File: src/rtl/regfile_sweep_master.sv
// regfile_sweep_master: drives the register file write port and read port 1
// to run CLEAR / LOAD / DUMP sweeps over an inclusive, wrapping address range.
module regfile_sweep_master #(
  parameter int DATA_WIDTH = 32,
  parameter int ADDR_WIDTH = 5
) (
  input  logic                  Clk,
  input  logic                  Reset_n,
  // command channel
  input  logic                  cmd_valid,
  output logic                  cmd_ready,
  input  logic [1:0]            cmd_op,
  input  logic [ADDR_WIDTH-1:0] cmd_first,
  input  logic [ADDR_WIDTH-1:0] cmd_last,
  // load stream
  input  logic                  ld_valid,
  output logic                  ld_ready,
  input  logic [DATA_WIDTH-1:0] ld_data,
  // dump stream
  output logic                  dmp_valid,
  input  logic                  dmp_ready,
  output logic [DATA_WIDTH-1:0] dmp_data,
  output logic [ADDR_WIDTH-1:0] dmp_addr,
  output logic                  dmp_last,
  // register file ports
  output logic                  RegWrite,
  output logic [ADDR_WIDTH-1:0] WriteRegister,
  output logic [DATA_WIDTH-1:0] WriteData,
  output logic [ADDR_WIDTH-1:0] ReadRegister1,
  input  logic [DATA_WIDTH-1:0] ReadData1,
  // status
  output logic                  busy,
  output logic                  done
);

  typedef enum logic [1:0] {
    S_IDLE,
    S_CLEAR,
    S_LOAD,
    S_DUMP
  } state_t;

  localparam logic [1:0] OP_DUMP  = 2'b00;
  localparam logic [1:0] OP_LOAD  = 2'b01;
  localparam logic [1:0] OP_CLEAR = 2'b10;

  state_t                  state_q;
  logic [ADDR_WIDTH-1:0]   ptr_q;
  logic [ADDR_WIDTH-1:0]   ptr_d;
  logic [ADDR_WIDTH-1:0]   last_q;
  logic                    exhausted_q;
  logic                    dmp_valid_q;
  logic [DATA_WIDTH-1:0]   dmp_data_q;
  logic [ADDR_WIDTH-1:0]   dmp_addr_q;
  logic                    dmp_last_q;
  logic                    done_q;
  logic                    at_last;
  logic                    capture;

  // Pointer advance wraps naturally at the register count.
  assign ptr_d   = ptr_q + ADDR_WIDTH'(1);
  assign at_last = (ptr_q == last_q);
  // Output slot refills when empty or being drained, until the last beat is in.
  assign capture = (!dmp_valid_q || dmp_ready) && !exhausted_q;

  assign cmd_ready = (state_q == S_IDLE);
  assign busy      = (state_q != S_IDLE);
  assign done      = done_q;
  assign dmp_valid = dmp_valid_q;
  assign dmp_data  = dmp_data_q;
  assign dmp_addr  = dmp_addr_q;
  assign dmp_last  = dmp_last_q;

  // Sweep FSM: command latch, pointer walk, dump output slot and done pulse.
  always_ff @(posedge Clk or negedge Reset_n) begin
    if (!Reset_n) begin
      state_q     <= S_IDLE;
      ptr_q       <= '0;
      last_q      <= '0;
      exhausted_q <= 1'b0;
      dmp_valid_q <= 1'b0;
      dmp_data_q  <= '0;
      dmp_addr_q  <= '0;
      dmp_last_q  <= 1'b0;
      done_q      <= 1'b0;
    end else begin
      done_q <= 1'b0;
      case (state_q)
        S_IDLE: begin
          if (cmd_valid) begin
            ptr_q       <= cmd_first;
            last_q      <= cmd_last;
            exhausted_q <= 1'b0;
            case (cmd_op)
              OP_DUMP:  state_q <= S_DUMP;
              OP_LOAD:  state_q <= S_LOAD;
              OP_CLEAR: state_q <= S_CLEAR;
              default:  done_q  <= 1'b1;
            endcase
          end
        end
        S_CLEAR: begin
          ptr_q <= ptr_d;
          if (at_last) begin
            state_q <= S_IDLE;
            done_q  <= 1'b1;
          end
        end
        S_LOAD: begin
          if (ld_valid) begin
            ptr_q <= ptr_d;
            if (at_last) begin
              state_q <= S_IDLE;
              done_q  <= 1'b1;
            end
          end
        end
        S_DUMP: begin
          if (capture) begin
            dmp_valid_q <= 1'b1;
            dmp_data_q  <= ReadData1;
            dmp_addr_q  <= ptr_q;
            dmp_last_q  <= at_last;
            exhausted_q <= at_last;
            ptr_q       <= ptr_d;
          end else if (dmp_ready) begin
            dmp_valid_q <= 1'b0;
          end
          if (dmp_valid_q && dmp_ready && dmp_last_q) begin
            state_q <= S_IDLE;
            done_q  <= 1'b1;
          end
        end
        default: state_q <= S_IDLE;
      endcase
    end
  end

  // Register file port drive, active only in the owning state.
  always_comb begin
    RegWrite      = 1'b0;
    WriteRegister = '0;
    WriteData     = '0;
    ReadRegister1 = '0;
    ld_ready      = 1'b0;
    case (state_q)
      S_CLEAR: begin
        RegWrite      = 1'b1;
        WriteRegister = ptr_q;
      end
      S_LOAD: begin
        ld_ready      = 1'b1;
        RegWrite      = ld_valid;
        WriteRegister = ptr_q;
        WriteData     = ld_data;
      end
      S_DUMP: begin
        ReadRegister1 = ptr_q;
      end
      default: ;
    endcase
  end

endmodule

File: config.mk
export PLATFORM = sky130hd
export DESIGN_NAME = regfile_sweep_master
export DESIGN_NICKNAME = d
export VERILOG_FILES = /design/src/rtl/regfile_sweep_master.sv
export SDC_FILE = /design/constraint.sdc
export NUM_CORES = 1
export LEC_CHECK = 0
export ABC_AREA = 1
export CAP_MARGIN = 20
export CORE_ASPECT_RATIO = 1.5
export CORE_UTILIZATION = 34
export DETAILED_ROUTE_END_ITERATION = 6
export PLACE_DENSITY = 0.77
export RECOVER_POWER = 50
export SYNTH_ARGS = -nofsm -noshare
export SYNTH_HDL_FRONTEND = slang
export SYNTH_SLANG_ARGS = --single-unit
File: constraint.sdc
create_clock -name Clk -period 1.4 [get_ports Clk]
set_input_delay 0.28 -clock Clk [delete_from_list [all_inputs] [get_ports Clk]]
set_output_delay 0.28 -clock Clk [all_outputs]
set_load 0.03 [all_outputs]
# After elaboration in Yosys (flattened, before gate mapping)
# Cells that the tools add are included.
dict set report op_classes {
  addsub 1
  n_mul 0
  div 0
  order_cmp 0
  n_eq_ne 11
  shifts 0
  mux 26
  bitwise_logic 0
  reduce_logical 19
}
# operator n
set op_table {}
lappend op_table {{$mux W32} 1}
lappend op_table {{$mux W5} 5}
lappend op_table {{$pmux W5 S4} 1}
lappend op_table {{$mux W1} 10}
lappend op_table {{$mux W2} 4}
lappend op_table {{$ne A2 B2 Y1 const B} 4}
lappend op_table {{$pmux W2 S4} 1}
lappend op_table {{$eq A2 B2 Y1 const B} 3}
lappend op_table {{$pmux W2 S3} 1}
lappend op_table {{$reduce_and A2 Y1} 3}
lappend op_table {{$reduce_and A3 Y1} 2}
lappend op_table {{$reduce_bool A2 Y1} 3}
lappend op_table {{$add A5 B1 Y5 const B} 1}
lappend op_table {{$eq A5 B5 Y1} 1}
lappend op_table {{$eq A2 B1 Y1 const B} 2}
lappend op_table {{$logic_not A2 Y1} 2}
lappend op_table {{$ne A4 B1 Y1 const B} 1}
lappend op_table {{$pmux W1 S2} 2}
lappend op_table {{$pmux W1 S4} 1}
lappend op_table {{$reduce_and A4 Y1} 1}
lappend op_table {{$logic_and A1 B1 Y1} 3}
lappend op_table {{$reduce_or A3 Y1} 1}
lappend op_table {{$logic_not A1 Y1} 2}
lappend op_table {{$reduce_or A2 Y1} 1}
lappend op_table {{$logic_or A1 B1 Y1} 1}
dict set report totals {
  regBits 53
  latchBits 0
  ramBits 0
  rom_bits 0
  input_bits 81
  n_memories 0
}

# Logic depth before layout (Yosys ltp)
dict set report depth {
  word_depth 5
  mapped_depth 10
  ltp_nobuf 9
}

# Worst setup path after synthesis
# No wires, ideal clock.
dict set report synth_path {
  path_kind {reg2out}
  start {register state_q[0]}
  end {output port WriteData[10]}
  t_arrival_ns 1.627
  setup_slack_ns -0.507
  stages_incl_launch_ff 7
  n_path_buf 2
  path_cell_list {dfrtp_1 > inv_1 > ha_1 > clkbuf_1 > clkbuf_1 > nand2_1 > inv_1}
}
dict set report synth_via {
  elab_chain_cells 2
}
# element line_no
set synth_rtl {}
lappend synth_rtl {{start: declaration} 47} ;# state_t state_q;
lappend synth_rtl {{start signal: assignment} 77} ;# state_q <= S_IDLE;
lappend synth_rtl {{start signal: assignment} 95} ;# OP_DUMP: state_q <= S_DUMP;
lappend synth_rtl {{start signal: assignment} 96} ;# OP_LOAD: state_q <= S_LOAD;
lappend synth_rtl {{$eq A2 B2 Y1} 146} ;# case (state_q)
lappend synth_rtl {{$mux W32} 146}
lappend synth_rtl {{end: declaration} 28} ;# output logic [DATA_WIDTH-1:0] WriteData,
# Every way passes these cells.

# Worst setup path after layout
dict set report layout_path {
  start {register state_q[0]}
  end {output port WriteData[30]}
}
# Same word-level chain as after synthesis.

==> impl_metrics.tcl <==
set metrics [dict create \
    postRouteAntennaNets 0 \
    drt-pass1-iter-count 4 \
    synth_flop_cell "dfrtp_1" \
    fin_crit_sh_pct 128 \
    r2r-start "state_q[0]" \
    ys_async_sr_fraction_pct 100 \
    startpoint_type "flop" \
    startpoint "state_q[0]" \
    crit_chain "inv_2 -> ha_4 -> buf_6 -> buf_12 -> nand2_4 -> inv_6 -> buf_6" \
    required_ns 1.12 \
    grt_max_degree 45 \
    crit_path_max_fanout 8 \
    clk_path_buf_depth 2 \
    dieArea_um2 8520 \
    layout_common_cells "nand2_1, clkdlybuf4s50_1, dfrtp_1" \
    slowest_stage "dfrtp_1" \
    setup_viol 88 \
    grt_pass1_vias 3184 \
    grt_overflow 0 \
    yosysWarnings 0 \
    htreeDepth 2 \
    viasPerCell 4.51 \
    slowest_delay_ns 0.40 \
    fp-row-count 40 \
    antenna_found_initial 0 \
    skew_ns 0.00322 \
    period_minus_slack_ns 1.80 \
    outcome "finished with violations" \
    die_height_um 113 \
    ys_seq_area_share_pct 47.9 \
    power_leakage_nw 2.96 \
    synth-seq-cells 53 \
    synthesis.area_um2 2770 \
    numCtsBuffers 5 \
    worst_pin_slew_ns 0.571 \
    vdd_drop_max_v 0.00141 \
    fmax_mhz 556 \
    vias 3014 \
    crit_path_frequent_cell "buf_6" \
    syn_inst 371 \
    p_total_w 0.0119 \
    drt_wl_total_um 8970 \
    core_area_um2 7960 \
    cts_sinks 53 \
    syn_to_final_growth_pct 98.5 \
    worst_slack_ns -0.398 \
    grt_first_pass_wirelength_um 14500 \
    clkSlewWorstSetupHoldPaths_ns 0.06 \
    syn_area_per_cell_um2 7.47 \
    failed_checks "negative setup slack" \
    routabilityCongestion 0.868 \
    worstSkewPairLatency_ns 0.29 \
    synthDistinctLibCells 31 \
    n_fill_cell 623 \
    crit_family "buffers and inverters" \
    drt_iter0_markers 63 \
    worstHoldPathType "flop to flop" \
    dp_slack_ns -0.329 \
    io_pins 167 \
    end_kind "primary output" \
    hold_viol 0 \
    critical_path_class "flop to primary output" \
    rsz0062_at_grt "true" \
    worstPathArrival_ns 1.52 \
    synth_edf_count 0 \
    fin_nets 654 \
    port-buffer-count 166 \
    drive_above_1_share_pct 32.1 \
    drv_slew 0 \
    wl_per_cell_um 13.4 \
    antenna_cells 0 \
    critical_path_buf_inv_count 5 \
    place_hpwl_um 6590 \
    start_util_pct 34.8 \
    min_from "dmp_data[19]" \
    fin_util_pct 69.1 \
    cts_tree "done" \
    grt_usage_pct 22.3 \
    final_common_cell "nand2_1" \
    syn_nets 462 \
    drc 0 \
    maxCapViolCount 0 \
    power.density_nw_per_um2 2170 \
    fp.dieW_um 75.7 \
    fin_tns_setup_ns -18.69 \
    slew_headroom_pct 61.9 \
    root_buffer "clkbuf_16" \
]
final timing paths:
kind / to / slack, ns / depth (start not counted)
max: WriteData[30] / -0.40 / 7
min: dmp_data[19] / 0.48 / 2
max reg2reg: ptr_q[3] / -0.22 / 9
min reg2reg: dmp_data[19] / 0.48 / 2
max in group asynchronous: state_q[1] / 0.08 / 3
min in group asynchronous: dmp_addr[1] / 0.50 / 2
final cells by class:
| class | count | area [µm²] | area share (%) |
|---|---|---|---|
| clock inverters | 1 | 7.51 | 0.136 |
| inverters | 62 | 382 | 6.94 |
| flip-flops and latches | 53 | 1330 | 24.1 |
| repair buffers | 198 | 2030 | 36.9 |
| multi-input cells | 243 | 1490 | 27.0 |
| well taps | 105 | 131 | 2.39 |
| clock buffers | 6 | 139 | 2.53 |
cell families after synthesis:
family          count (synthesis)  share of synthesized area, %
mux                             1                         0.406
buf+inv                        76                          11.4
flops                          53                          47.9
fa+ha+maj                      10                          4.51
simple gates                  199                          28.4
xor+xnor                        4                          1.26
compound gates                 28                          6.10
Yosys cell counts (2+ instances only):
master    count  area share, %
o211ai_1      3           0.81
nor2_2        2           0.45
inv_1        59            8.0
clkbuf_1      4           0.54
a21oi_1       6            1.1
buf_2         4           0.72
xnor2_1       2           0.63
dfrtp_1      53             48
inv_2         2           0.27
xor2_1        2           0.63
buf_4         5            1.4
nand3_1       6            1.1
ha_1         10            4.5
o21ai_0      13            2.3
nand2_2       3           0.68
nand2_1     173             23
nor2_1       10            1.4
routing by layer:
metal  vias to the layer above  global-route usage [%]  routed length [µm]
li1                       1478                       -                   -
met1                      1376                    22.2                3060
met3                        16                    7.36                 917
met5                         -                       0                   0
met4                         0                    7.65                 195
met2                       144                    41.5                4800
power breakdown:
| group | internal (W) | total (W) | switching (W) |
|---|---|---|---|
| sequential | 0.00223 | 0.00270 | 0.000474 |
| combinational | 0.00329 | 0.00800 | 0.00470 |
| clock | 0.000702 | 0.00123 | 0.000533 |
stage by stage:
stage	instances	cell area (µm²)	hold slack (ns)
after floorplan	371	3250	-0.0156
after CTS	669	5500	0.385
after global routing	668	5500	0.501
after detailed placement	652	5040	0.164
after global placement	652	5040	0.160
final	668	5500	0.481
sequential cells by signal (all words and copies together), names as in the netlist:
register	count
ptr_q	5
dmp_last	1
dmp_valid	1
done	1
exhausted_q	1
dmp_data	32
state_q	2
dmp_addr	5
last_q	5
worst min-delay path, delay by kind of cell, from the launching register on:
kind / cells / cell delay, ns
DFF: 1 / 0.34
and+or+nand+nor: 2 / 0.11
repair_timing:
action                     CTS  global route
pin swaps                   11             5
gates resized for setup    103            18
hold endpoints to repair     9             0
setup endpoints to repair   99            93
setup buffers                6             0
hold buffers                 1             0
gates cloned                 3             0
Power figures use the tool's default switching activity.
